## src/rtl/bcd_counter_n.sv

```systemverilog
// Multi-digit BCD up/down counter with clear, validated parallel load and wrap/saturate mode.
// tc is combinational so it can drive the enable of a following stage on the same clock.
module bcd_counter_n #(
    parameter int unsigned DIGITS = 4,
    parameter bit          WRAP   = 1'b1
) (
    input  logic                  clk_i,
    input  logic                  reset_ni,
    input  logic                  en_i,
    input  logic                  up_i,
    input  logic                  clear_i,
    input  logic                  load_i,
    input  logic [4*DIGITS-1:0]   load_val_i,
    output logic [4*DIGITS-1:0]   q_o,
    output logic                  tc_o,
    output logic                  load_err_o
);

    localparam int unsigned W = 4 * DIGITS;

    logic [W-1:0] q_q, q_d, q_step;
    logic         load_err_q, load_err_d;
    logic [3:0]   dig;
    logic         nine_run, zero_run;
    logic         all_nine, all_zero, load_ok, at_term;

    // Ripple the carry/borrow condition digit by digit within one cycle.
    always_comb begin
        q_step   = q_q;
        dig      = 4'd0;
        nine_run = 1'b1;
        zero_run = 1'b1;
        load_ok  = 1'b1;
        for (int i = 0; i < DIGITS; i++) begin
            dig = q_q[4*i +: 4];
            if (up_i) begin
                if (nine_run) q_step[4*i +: 4] = (dig == 4'd9) ? 4'd0 : dig + 4'd1;
            end else begin
                if (zero_run) q_step[4*i +: 4] = (dig == 4'd0) ? 4'd9 : dig - 4'd1;
            end
            nine_run = nine_run & (dig == 4'd9);
            zero_run = zero_run & (dig == 4'd0);
            if (load_val_i[4*i +: 4] > 4'd9) load_ok = 1'b0;
        end
        all_nine = nine_run;
        all_zero = zero_run;
    end

    assign at_term = up_i ? all_nine : all_zero;

    always_comb begin
        q_d        = q_q;
        load_err_d = 1'b0;
        if (clear_i) begin
            q_d = '0;
        end else if (load_i) begin
            if (load_ok) q_d = load_val_i;
            else         load_err_d = 1'b1;
        end else if (en_i) begin
            // Saturating mode parks on the terminal value instead of wrapping.
            if (!(at_term && !WRAP)) q_d = q_step;
        end
    end

    always_ff @(posedge clk_i or negedge reset_ni) begin
        if (!reset_ni) begin
            q_q        <= '0;
            load_err_q <= 1'b0;
        end else begin
            q_q        <= q_d;
            load_err_q <= load_err_d;
        end
    end

    assign q_o        = q_q;
    assign load_err_o = load_err_q;
    assign tc_o       = en_i & ~load_i & ~clear_i & at_term;

endmodule
```

## config.mk

```make
export PLATFORM = sky130hd
export DESIGN_NAME = bcd_counter_n
export DESIGN_NICKNAME = d
export VERILOG_FILES = /design/src/rtl/bcd_counter_n.sv
export SDC_FILE = /design/constraint.sdc
export NUM_CORES = 1
export LEC_CHECK = 0
export ABC_AREA = 1
export CAP_MARGIN = 25
export CORE_MARGIN = 3
export CORE_UTILIZATION = 55
export CTS_BUF_LIST = sky130_fd_sc_hd__clkbuf_16
export CTS_CLUSTER_SIZE = 16
export DETAILED_ROUTE_END_ITERATION = 6
export PLACE_DENSITY_LB_ADDON = 0.05
export SYNTH_ARGS = -nofsm -noshare
export SYNTH_HDL_FRONTEND = slang
export SYNTH_SLANG_ARGS = --single-unit
export TNS_END_PERCENT = 1
```

## constraint.sdc

```tcl
create_clock -name clk_i -period 2.53 [get_ports clk_i]
set_input_delay 0.506 -clock clk_i [delete_from_list [all_inputs] [get_ports clk_i]]
set_output_delay 0.506 -clock clk_i [all_outputs]
set_load 0.005 [all_outputs]
```

# --- After elaboration in Yosys (flattened, before gate mapping) ---
# Index checks and enable logic that the tools add are counted.
classes:
  n_addsub: 8
  n_lt_le_gt_ge: 4
  eq_ne: 8
  muxes: 30
  bitwise: 11
  n_reduce_logical: 12
op_table:
  columns: ["cell", "count"]
  rows:
  - ["4-bit two-way mux", 18]
  - ["16-bit two-way mux", 4]
  - ["4-bit by 1-bit adder with 4-bit output, second input constant", 4]
  - ["4-bit equality test, second input constant", 4]
  - ["4-bit greater-than comparator, second input constant", 4]
  - ["4-bit zero test", 4]
  - ["4-bit by 1-bit subtractor with 4-bit output, second input constant", 4]
  - ["4-bit by 1-bit != test with 1-bit output, second input constant", 3]
  - ["4-bit AND reduction", 3]
  - ["4-bit nonzero test", 3]
  - ["1-bit AND", 9]
  - ["1-bit two-way mux", 8]
  - ["3-bit by 2-bit != test with 1-bit output, second input constant", 1]
  - ["3-bit nonzero test", 1]
  - ["1-bit inverter", 2]
  - ["2-bit AND reduction", 1]
totals:
  ff_bits: 17
  output_inout_bits: 18

# --- Depth between registers and ports, before layout ---
# Gate-level depths: netlist (run 1).
logic_depth:
  ltp_word: 8
  mapped_depth: 11
  ltp_nobuf: 11

# --- Worst setup path after synthesis (run 1) ---
# Ideal clock, no wire load.
synth_path:
  path_type: "register to output"
  start: "reg q_q[5], in the netlist q_o[5]"
  end: "out tc_o"
  arrival_time_ns: 1.312
  required_time_ns: 2.024
  slack_ns: 0.712
  path_stages_with_launch: 9
  path_buffers: 0
  path_cell_list: "dfrtp_1 inv_1 ha_1 nand3_4 nor2_4 nand2_1 o21ai_1 nand4_1 nor2_1"
synth_via:
  elab_chain_cells: 6
  elab_cells_between_ends: 10
synth_rtl:
  columns: ["item", "line", "rtl"]
  rows:
  - ["from (decl)", "21", "logic [W-1:0] q_q, q_d, q_step;"]
  - ["from (signal assigned)", "70", "q_q <= q_d;"]
  - ["4-bit equality test / 4-bit zero test (equally long branches)", "41, 42", null]
  - ["1-bit AND, on equally long branches (3 in series)", "41, 42", null]
  - ["1-bit two-way mux *", "49", "assign at_term = up_i ? all_nine : all_zero;"]
  - ["1-bit AND *", "77", "assign tc_o = en_i & ~load_i & ~clear_i & at_term;"]
  - ["to (decl)", "15", "output logic tc_o,"]
# Mark *: on every way between the ends. The rest lies on a longest branch, timed or not.

# --- Worst setup path in the final report (run 1) ---
# Same ends and word-level chain as after synthesis.

==> results of run 1 <==
what timing repair did:
item                                    4_1_cts  5_1_grt
setup buffers                                 1        0
gates resized for setup                       6        0
endpoints found under the setup margin        1        0
per-stage QoR:
| stage | area [µm²] | hold slack, ns | setup WS [ns] | util, % | cells |
|---|---|---|---|---|---|
| 5_1_grt | 2360 | 0.610 | 0.142 | 76.8 | 377 |
| 4_1_cts | 2360 | 0.574 | 0.276 | 76.8 | 377 |
| 6_report | 2360 | 0.577 | 0.271 | 76.8 | 377 |
| 3_5_place_dp | 2260 | 0.561 | 0.121 | 73.5 | 372 |
| 2_1_floorplan | 1780 | 0.210 | 0.712 | - | 285 |
| 3_3_place_gp | 2260 | 0.549 | 0.120 | 73.5 | 372 |
synth_stat cells, types with 4 or more instances:
cell type	number	area, µm²
a21oi_1	9	45.0
dfrtp_1	17	425
ha_1	7	87.6
inv_1	26	97.6
nand2_1	84	315
nand2_2	8	50.1
nand3_1	31	155
nand4_1	7	43.8
nor2_1	33	124
nor2_2	4	25.0
nor2_4	5	56.3
o21ai_0	17	85.1
o21ai_1	7	35.0
area by class of cell:
class / count / area [µm²] / area share, %
Timing Repair Buffer: 50 / 472 / 20.0
Inverter: 33 / 131 / 5.56
Multi-Input combinational cell: 229 / 1200 / 50.7
Clock inverter: 1 / 5.00 / 0.212
Clock buffer: 3 / 75.1 / 3.18
Tap cell: 44 / 55.1 / 2.33
Sequential cell: 17 / 427 / 18.1
logic make-up after synthesis:
logic type | after synthesis
compound gates | 36
xor+xnor | 3
fa+ha+maj | 7
buf+inv | 39
flops | 17
simple gates | 183
power breakdown:
group | leakage (nW) | total [W] | internal (W) | switching [W]
Sequential | 0.219 | 0.000378 | 0.000314 | 0.0000644
Combinational | 0.903 | 0.000569 | 0.000265 | 0.000304
Clock | 0.0409 | 0.000327 | 0.000212 | 0.000115
Total | 1.16 | 0.00127 | 0.000790 | 0.000483
worst min path at each step:
stage / slack, ns / end / cells past startpoint / startpoint
floorplan: 0.21 / load_err_o / 0 / reset_ni
global placement: 0.55 / q_o[11] / 2 / q_o[11]
detailed placement: 0.56 / q_o[11] / 2 / q_o[11]
CTS: 0.57 / q_o[11] / 2 / q_o[11]
global route: 0.61 / load_err_o / 2 / reset_ni
finish: 0.58 / load_err_o / 2 / reset_ni
sequential cells by signal (all words and copies together) (netlist names):
name and cells:
load_err_o 1, q_o 16
metal layers:
metal	GRT usage, %	share of wire [%]	wire length (µm)	vias up
li1	-	-	-	1018
met1	31.1	44	2020	844
met2	39.8	48	2210	70
met3	3.06	6.2	284	7
met4	8.26	1.2	54	0
met5	0	0	0	-
==> metrics.yaml, run 1 <==
viasPerCell: 5.14
clockRootBuffer: "clkbuf_16"
drive_gt1_share_pct: 15.3
gp_congestion: 0.920
synthArstFlopShare_pct: 100
synth_top_family_by_area: "simple AND/OR/NAND/NOR gates"
rsz0062_at_grt: "no"
fin_crit_sh_pct: 89.3
worst_slew_pin_slew_ns: 0.243
clkTransAtPathRegs_ns: 0.06
period_needed_ns: 2.26
fmax_mhz: 443
worst_ep_arrival_time_ns: 1.75
clock_sinks: 17
die_height_um: 62.9
num_io_pins: 40
synthAdderAreaFrac_pct: 4.92
mostFrequentLayoutCells: "nand2_1, clkdlybuf4s50_1, nor2_1, nand3_1, inv_1"
clock_skew_ns: 0.00419
worstSetupPathType: "reg -> out"
critPathCapture: "tc_o"
hold_violations: 0
p_leak_nw: 1.16
worst_r2r_endpoint: "q_o[13]"
postRouteAntennaNets: 0
cp-end-kind: "output pin"
core_area_um2: 3080
rrSetupSlack_ns: 0.90
synth_xor_area_share_pct: 1.47
reg2reg_from: "q_o[4]"
outcome: "finished clean"
p_total_w: 0.00127
path_max_fanout: 5
hpwl_um: 3480
grt_usage_pct: 23.7
critPathMaxStageDelay_ns: 0.38
cp.depth: 9
n_antenna_cell: 0
grt_pass1_vias: 1792
drcViolationCount: 0
critPathRequiredTime_ns: 2.02
fin_nets: 363
syn_area_um2: 1780
start_util_pct: 57.9
worst_hold_path_type: "in -> async"
finalMaxSlewViolations: 0
setup_tns_ns: 0
cp_slowest_cell: "dfrtp_1"
maxSlewHeadroom_pct: 83.6
cts_buffers: 3
grt_max_degree: 18
ctsHoldBuffers: 0
yosys.area_share.simple_pct: 49.7
synth-compound-area-share_pct: 10.5
peakVddDrop_v: 0.000364
ff2ff_path_depth: 11
drt_iter0_drc: 174
rows: 20
cts_tree: "done"
crit_buf_inv: 2
synthMuxAreaShare_pct: 0
fillers: 258
syn-instance-count: 285
ctsHtreeMaxLevel: 1
power_density_nw_per_um2: 539
portBuffers: 39
cap_violations: 0
clockBufferDepth: 2
synth-edff-count: 0
clkLatencyLatePin_ns: 0.25
setup_violations: 0
crit_family: "simple AND/OR/NAND/NOR gates"
synthToLayoutAreaGrowth_pct: 32.7
die_w_um: 62.9
syn_nets: 314
grt_pass1_wl_um: 7740
cp-startpoint: "q_o[5]"
yosysUniqueCellTypes: 31
synth_ff_type: "dfrtp_1"
avgSynthCellArea_um2: 6.25
first_pass_iters: 5
synth_seq_area_share_pct: 23.9
overflow: 0
antenna_found_initial: 0
fp.dieArea_um2: 3960
ys_ff_latch: 17
dr_total_vias: 1939
path_cells: "inv_2 -> ha_4 -> nand3_4 -> nor2_4 -> nand2_1 -> o21ai_1 -> nand4_1 -> nor2_1 -> dlygate4sd2_1"
wl_um: 4570
yosys_warnings: 0
start_kind: "flip-flop"
layout_commonest_cell: "nand2_1"
wl_per_cell_um: 12.1
No activity file was read; power rests on OpenSTA's default activity.
==> run 2, diff against run 1 <==
--- a/config.mk
+++ b/config.mk
@@ -8,10 +8,11 @@
 export ABC_AREA = 1
 export CAP_MARGIN = 25
 export CORE_MARGIN = 3
-export CORE_UTILIZATION = 55
+export CORE_UTILIZATION = 63
 export CTS_BUF_LIST = sky130_fd_sc_hd__clkbuf_16
 export CTS_CLUSTER_SIZE = 16
 export DETAILED_ROUTE_END_ITERATION = 6
+export DONT_BUFFER_PORTS = 1
 export PLACE_DENSITY_LB_ADDON = 0.05
 export SYNTH_ARGS = -nofsm -noshare
 export SYNTH_HDL_FRONTEND = slang
==> metrics.yaml, run 2 (same netlist as run 1, synthesis figures left out) <==
fin_crit_sh_pct: 88.9  # -0.42 points
synthToLayoutAreaGrowth_pct: 5.41
cts-resized-gates: 0  # -6
cp-end-kind: "output pin"
critPathRequiredTime_ns: 2.02  # about the same
fin_nets: 315  # -13%
cp.depth: 8  # -1
grt_pass1_wl_um: 7500  # -3.1%
die_height_um: 59.2  # -5.9%
antenna_found_initial: 0  # unchanged
p_int_w: 0.000675  # -15%
first_pass_iters: 5  # unchanged
path_cells: "inv_1 -> ha_1 -> nand3_4 -> nor2_4 -> nand2_1 -> o21ai_1 -> nand4_1 -> nor2_1"
core_area_um2: 2590  # -16%
peakVddDrop_v: 0.000514  # +41%
outcome: "finished clean"
portBuffers: 0  # -100%
seqPwrFrac_pct: 35.4  # +5.7 points
setup_violations: 0  # unchanged
grt_max_degree: 19  # +1
overflow: 0  # unchanged
switching_share_pct: 40.3  # +2.4 points
ctsHtreeMaxLevel: 1  # unchanged
worst_hold_path_type: "in -> reg"
grt_pass1_vias: 1670  # -6.8%
cp-startpoint: "q_o[5]"
worst_r2r_endpoint: "q_o[14]"
gp_congestion: 0.983  # +6.9%
reg2reg_from: "q_o[4]"
clkLatencyLatePin_ns: 0.25  # about the same
n_antenna_cell: 0  # unchanged
period_needed_ns: 2.25  # -0.0107 ns
clockRootBuffer: "clkbuf_16"
finalMaxSlewViolations: 0  # unchanged
power.share.combinational_pct: 35.5  # -9.2 points
worst_slew_pin_slew_ns: 0.815  # +0.572 ns
maxSlewHeadroom_pct: 45.5  # -38 points
setup_tns_ns: 0  # unchanged
die_w_um: 59.2  # -5.9%
layout_commonest_cell: "nand2_1"
critPathCapture: "tc_o"
mostFrequentLayoutCells: "nand2_1, nor2_1, nand3_1, inv_1"
num_io_pins: 40  # unchanged
postRouteAntennaNets: 0  # unchanged
cp_slowest_cell: "dfrtp_1"
start_kind: "flip-flop"
start_util_pct: 68.8  # +11 points
clock_skew_ns: 0.00149  # -0.00269 ns
rows: 18  # -10%
power_density_nw_per_um2: 602  # +12%
clockBufferDepth: 2  # unchanged
fmax_mhz: 445  # +0.48%
hpwl_um: 3350  # -3.8%
crit_buf_inv: 1  # -1
power.switching_w: 0.000456  # -5.6%
drt_iter0_drc: 223  # +28%
viasPerCell: 5.76  # +12%
p_leak_nw: 0.968  # -17%
cap_violations: 0  # unchanged
hold_violations: 0  # unchanged
worstSetupPathType: "reg -> out"
p_total_w: 0.00113  # -11%
critPathMaxStageDelay_ns: 0.44  # +0.06 ns
worst_ep_arrival_time_ns: 1.74  # about the same
ff2ff_path_depth: 11  # unchanged
largest_register_ffs: 16  # unchanged
drive_gt1_share_pct: 13.0  # -2.3 points
wl_per_cell_um: 14.3  # +18%
clock_sinks: 17  # unchanged
dr_total_vias: 1813  # -6.5%
rsz0062_at_grt: "no"
wl_um: 4510  # -1.3%
grt_usage_pct: 28.0  # +4.3 points
clock_power_share_pct: 29.1  # +3.5 points
clkTransAtPathRegs_ns: 0.05  # about the same
cts_setup_buffers: 0  # -1
fp.dieArea_um2: 3500  # -12%
drcViolationCount: 0  # unchanged
path_max_fanout: 6  # +1
crit_family: "simple AND/OR/NAND/NOR gates"
cts_buffers: 3  # unchanged
cts_tree: "done"
rrSetupSlack_ns: 0.84  # -0.06 ns
-- run 2: changes by cell type in the layout (fill, tap and decap cells not counted), sizes merged --
cell           previous run  this run
dlygate4sd2               1         0
buf                      11         1
dlygate4sd3               0         1
clkdlybuf4s50            38         0
-- run 2: stage by stage --
stage | cells | setup WS (ns) | util, % | hold slack [ns] | instance area [µm²]
CTS | 315 | 0.281 | 72.5 | 0.445 | 1880
finish | 315 | 0.282 | 72.5 | 0.444 | 1880
global route | 315 | 0.143 | 72.5 | 0.499 | 1880
floorplan | 285 | 0.712 | - | 0.210 | 1780
global placement | 310 | 0.586 | 69.0 | 0.211 | 1790
detailed placement | 310 | 0.560 | 69.0 | 0.211 | 1790
-- run 2: worst min path at each step --
stage	to	slack, ns	cells past startpoint	from
after global routing	q_o[8]	0.50	4	load_val_i[8]
after floorplan	load_err_o	0.21	0	reset_ni
after global placement	q_o[4]	0.21	0	reset_ni
after detailed placement	q_o[4]	0.21	0	reset_ni
final	q_o[3]	0.44	2	load_i
after CTS	q_o[3]	0.45	2	load_i
-- run 2: power groups by stage --
stage          Clock, W  Combinational (W)  Sequential (W)
6_report       0.000329           0.000401        0.000400
5_1_grt        0.000343           0.000466        0.000409
4_1_cts        0.000336           0.000400        0.000400
3_5_place_dp          0           0.000389        0.000404
3_3_place_gp          0           0.000382        0.000403
2_1_floorplan         0           0.000342        0.000379
-- run 2: final cells by class --
class	instances	area, µm²
clock buffer	3	75.1
fill	223	712
timing repair buffer	2	17.5
multi-input combinational	229	1190
sequential	17	425
clock inverter	1	5.00
tap	30	37.5
inverter	33	131
-- run 2: worst reg2reg max path: cells and delay by family (launching register included) --
kind | cells | cell delay [ns]
flip-flops | 1 | 0.45
adder cells (fa/ha/maj) | 1 | 0.26
buffers and inverters | 1 | 0.18
AND/OR/NAND/NOR | 9 | 0.70
-- run 2: per-layer routing --
layer  up-vias  part of all wire, %  track usage, %
met5         -                    0               0
met4         0                  1.1            9.39
met3         5                  7.4            4.58
met2        68                   49            47.4
met1       822                   43            35.9
li1        918                    -               -
-- run 2: timing repair --
item / in CTS / in global routing
endpoints found under the hold margin: 17 / 0
hold buffers: 1 / 0
setup endpoints to repair: 0 / 0
==> edit 1 (config.mk and constraints of run 1) <==
The parameter `DIGITS` goes from 4 to 5.
--- a/src/rtl/bcd_counter_n.sv
+++ b/src/rtl/bcd_counter_n.sv
@@ -3,3 +3,3 @@
 module bcd_counter_n #(
-    parameter int unsigned DIGITS = 4,
+    parameter int unsigned DIGITS = 5,
     parameter bit          WRAP   = 1'b1
Interface: changed (resized load_val_i and q_o); port bits go from 40 to 48. The function was not compared with the original's and may differ.
==> edit 1 against run 1 <==
Total power grew 23%. Maximum frequency grew 6.8%. Critical path depth shrank 1. Worst setup slack gained 0.14 ns. Area after synthesis grew 16%. Combinational power grew 31%. Final area grew 23%. Sequential cell count grew 4. Utilization grew 7.1 points. Routed wire length grew 35%. Largest power group unchanged.
==> edit 1: results (changes against run 1) <==
----------------------------------------------------
[Pwr]
  Largest voltage drop on the vdd net ... 0.000350 V (was 0.000364 V)
  Fraction of power consumed by sequential logic ... 0.303 (was 0.297)
  Fraction of power consumed by the clock network ... 0.221 (was 0.256)
  Net Sw Frac ... 0.393 (was 0.379)
  Leakage power ... 1.38 nW (was 1.16 nW)
  Power attributed to combinational cells ... 744 uW (was 569 uW)

[Worst setup path]
  Longest individual stage delay on the worst path ... 0.45 ns (was 0.38 ns)
  Endpoint of the lowest-slack register-to-register path ... q_o[18] (was q_o[13])
  Kind of cell adding the most delay to the critical path ... flip-flops (was simple AND/OR/NAND/NOR gates)

[Global route]
  Fraction of met1 tracks used by global routing ... 0.342 (was 0.311)
  Largest net degree at the start of global routing ... 22 (was 18)
  M2 GR Usage ... 0.470 (was 0.398)
  Met3 demand-to-capacity share in global routing ... 0.0433 (was 0.0306)
  Wire length of the first global-routing pass ... 9.59 mm (was 7.74 mm)
  Vias in the first global route ... 2206 (was 1792)
  GRT Resource Usage Total ... 0.276 (was 0.237)

[Placement]
  Routability congestion estimate from global placement ... 0.962 (was 0.920)
  Number of input and output port buffers inserted ... 47 (was 39)
  Worst slack at placement ... 0.0618 ns (was 0.121 ns)
  Cell total after placement ... 424 (was 372)
  Estimated wirelength of the detail-placed design ... 4.31 mm (was 3.48 mm)

[Route]
  Detailed-routed wire length on met2 ... 2.97 mm (was 2.21 mm)
  Via density per instance ... 5.60 (was 5.14)
  Met3 wire length ... 417 um (was 284 um)
  Met1 WL ... 2.62 mm (was 2.02 mm)
  Final wirelength ... 6.18 mm (was 4.57 mm)
  Number of design-rule violations left by the first detailed-router iteration ... 230 (was 174)
  1st-pass router iterations ... 4 (was 5)

[Worst hold path]
  Worst hold path type ... reg2reg (was in2async)
  Worst Min Path Start ... q_o[6]

[Synth]
  Leading cell types by total area after synthesis ... dfrtp_1, nand2_1, nand3_1 (unchanged)
  Share of the yosys chip area belonging to registers ... 0.254 (was 0.239)
  Synthesized netlist net count ... 360 (was 314)
  Number of distinct standard cells referenced by the synthesized netlist ... 30 (was 31)
  Mean instance size in the synthesized netlist ... 6.31 um^2 (was 6.25 um^2)

[Final layout]
  Layout cell share with drive strength beyond 1 ... 0.250 (was 0.153)
  Non-filler cells in the finished layout ... 442 (was 377)
  Number of flip-flops in the largest register ... 20 (was 16)
  Fill count ... 251 (was 258)
  Total Nets Final ... 429 (was 363)

[Timing]
  Max-slew headroom ... 0.773 (was 0.836)
  Clk_skew ... 0.00444 ns (was 0.00419 ns)
  Tightest hold margin ... 0.559 ns (was 0.577 ns)

[CTS]
  Clock slew at the register clock pins of the worst setup and hold paths ... 0.06 ns (about the same)

[Run status]
  Run status ... finished, final reports clean (unchanged)

----------------------------------------------------
-- edit 1: changes by cell type after synthesis, sizes merged, moves of 3 or more --
| cell | delta |
|---|---|
| nand2 | +14 |
| nor2 | +9 |
| o21ai | +13 |
| dfrtp | +4 |
| o211ai | +5 |
| nand4 | -3 |
-- edit 1: kinds of logic after synthesis --
kind of cell               after synthesis  share of synthesized area
DFF                                     21                      0.254
adders and majority gates                6                     0.0363
xor gates and xnor gates                 2                    0.00847
buffers and inverters                   41                     0.0834
AOI/OAI and AO/OA                       57                      0.166
and+or+nand+nor                        201                      0.452
-- edit 1: repair_timing --
item / CTS / global route
gates resized for setup: 6 / 32
setup endpoints to repair: 1 / 1
endpoints found under the hold margin: 0 / 0
pin swaps: 0 / 7
setup buffers: 2 / 12
-- edit 1: tightest hold or removal path: stages, from the launching register on --
cell,delay (ns)
dfrtp_2,0.42
nand2_1,0.06
nand2_1,0.05
-- edit 1: worst max-delay path by stage --
| stage | startpoint | end | slack, ns | cells past startpoint |
|---|---|---|---|---|
| floorplan | q_o[16] | tc_o | 0.76 | 7 |
| global placement | clear_i | tc_o | 0.10 | 6 |
| detailed placement | clear_i | tc_o | 0.06 | 6 |
| CTS | q_o[4] | tc_o | 0.001 | 8 |
| global route | q_o[12] | tc_o | 0.35 | 8 |
| finish | q_o[12] | tc_o | 0.42 | 8 |
-- edit 1: cell type report --
class	instances	area, um^2	share of cell area
Clock inverter	1	3.75	0.00129
Inverter	34	130	0.0447
Clock buffer	3	75.1	0.0258
Multi-Input combinational cell	266	1450	0.500
Timing Repair Buffer	71	653	0.225
Tap cell	46	57.6	0.0198
Sequential cell	21	536	0.184
==> edit 2 (config.mk and constraints of run 1) <==
Made on the original files. The output `load_err_o` loses its register stage (`load_err_q` becomes a continuous assignment).
--- a/src/rtl/bcd_counter_n.sv
+++ b/src/rtl/bcd_counter_n.sv
@@ -67,8 +67,8 @@
             q_q        <= '0;
-            load_err_q <= 1'b0;
         end else begin
             q_q        <= q_d;
-            load_err_q <= load_err_d;
         end
     end
+
+    assign load_err_q = load_err_d;
 
Check against the original RTL: not equivalent (a bounded check fails within 4 cycles, from zero or initial values and one cycle with reset_ni low).
==> edit 2 against run 1 <==
Synthesized cell count is 5.6% higher. Critical path depth is 3 lower. Die area is 4.1% higher. Final area up 5.3%. Sequential cell count is 1 lower. Global-route usage rose by 2.0 points. Total power grew 1.5%. Worst setup slack lost 0.13 ns. Sequential share of layout area fell by 2.0 points. Area after synthesis increased by 4.6%. Routed wire length increased by 12%. Critical endpoint is now load_err_o.
==> edit 2: results (changes against run 1) <==
----------------------------------------------------
[Run status]
  Run status ... finished, final reports clean (unchanged)

[Synth]
  Ranking of synthesized cells by instance count ... nand2_1, nand3_1, nor2_1 (was nand2_1, nor2_1, nand3_1)
  Number of distinct standard cells referenced by the synthesized netlist ... 28 (was 31)
  Leading cell types by total area after synthesis ... dfrtp_1, nand2_1, nand3_1 (unchanged)
  Synthesized netlist net count ... 330 (was 314)
  Share of the yosys chip area belonging to registers ... 0.215 (was 0.239)
  Mean instance size in the synthesized netlist ... 6.19 um^2 (was 6.25 um^2)

[Worst setup path]
  Longest individual stage delay on the worst path ... 0.43 ns (was 0.38 ns)
  Library cell contributing the largest single delay on the critical path ... clkdlybuf4s50_1 (was dfrtp_1)
  Setup crit start ... load_val_i[10] (was q_o[5])
  CP Data Arrival Time ... 1.88 ns (was 1.75 ns)
  Largest fanout of any net on the critical path ... 3 (was 5)
  Kind of cell adding the most delay to the critical path ... buffers and inverters (was simple AND/OR/NAND/NOR gates)

[CTS]
  Post-CTS Setup Bufs ... 0 (was 1)

[Placement]
  Cell area after placement ... 2410 um^2 (was 2260 um^2)
  Routability congestion estimate from global placement ... 0.901 (was 0.920)
  Estimated wirelength of the detail-placed design ... 3.86 mm (was 3.48 mm)
  Worst slack at placement ... -0.0786 ns (was 0.121 ns)

[Route]
  1st-pass router iterations ... 5 (unchanged)
  Met1 WL ... 2.17 mm (was 2.02 mm)
  Via density per instance ... 5.41 (was 5.14)
  Average detailed-routed wire length per instance ... 12.8 um (was 12.1 um)
  Met3 wire length ... 476 um (was 284 um)
  Number of design-rule violations left by the first detailed-router iteration ... 142 (was 174)

[Final layout]
  Layout cell share with drive strength beyond 1 ... 0.152 (was 0.153)
  Bufs w/o clock ... 57 (was 50)
  Non-filler cells in the finished layout ... 400 (was 377)
  Clock-cell share of area ... 0.0302 (was 0.0339)
  Fill count ... 256 (was 258)
  Multi-input combinational cell count ... 244 (was 229)
  Non-clk invs ... 36 (was 33)
  Total area of multi-input combinational cells ... 1290 um^2 (was 1200 um^2)
  Total Nets Final ... 387 (was 363)
  Layout buffering overhead excluding clock cells ... 0.211 (was 0.200)

[Global route]
  Wire length of the first global-routing pass ... 8.59 mm (was 7.74 mm)
  Vias in the first global route ... 1976 (was 1792)
  Met3 demand-to-capacity share in global routing ... 0.0580 (was 0.0306)
  M2 GR Usage ... 0.426 (was 0.398)

[Timing]
  Max-slew headroom ... 0.469 (was 0.836)

[Worst hold path]
  Worst hold path type ... reg2reg (was in2async)

----------------------------------------------------
edit 2: changes by cell type in the layout (fill, tap and decap cells not counted), moves of 3 or more:
cell            run 1  this run
buf_4              11        18
nand3_1            31        40
o21ai_0            17        20
nand2_1            84        92
nor2_8              0         3
inv_1              24        29
edit 2: final timing paths:
path,endpoint,cells past startpoint,slack [ns]
max in group asynchronous,q_o[12],1,1.31
hold / removal,q_o[15],2,0.60
setup / recovery,load_err_o,6,0.14
hold reg to reg,q_o[15],2,0.60
min in group asynchronous,q_o[7],1,0.72
setup reg to reg,q_o[13],11,0.86
edit 2: cells by family after synthesis:
logic type,count (synthesis),share of synthesized area
simple gates,202,0.544
buf+inv,41,0.0954
compound gates,34,0.0940
flops,16,0.215
fa+ha+maj,7,0.0470
xor+xnor,1,0.00470
edit 2: power breakdown:
part | internal [mW] | switching (mW)
Combinational | 0.287 | 0.342
Sequential | 0.296 | 0.0575
Clock | 0.208 | 0.102
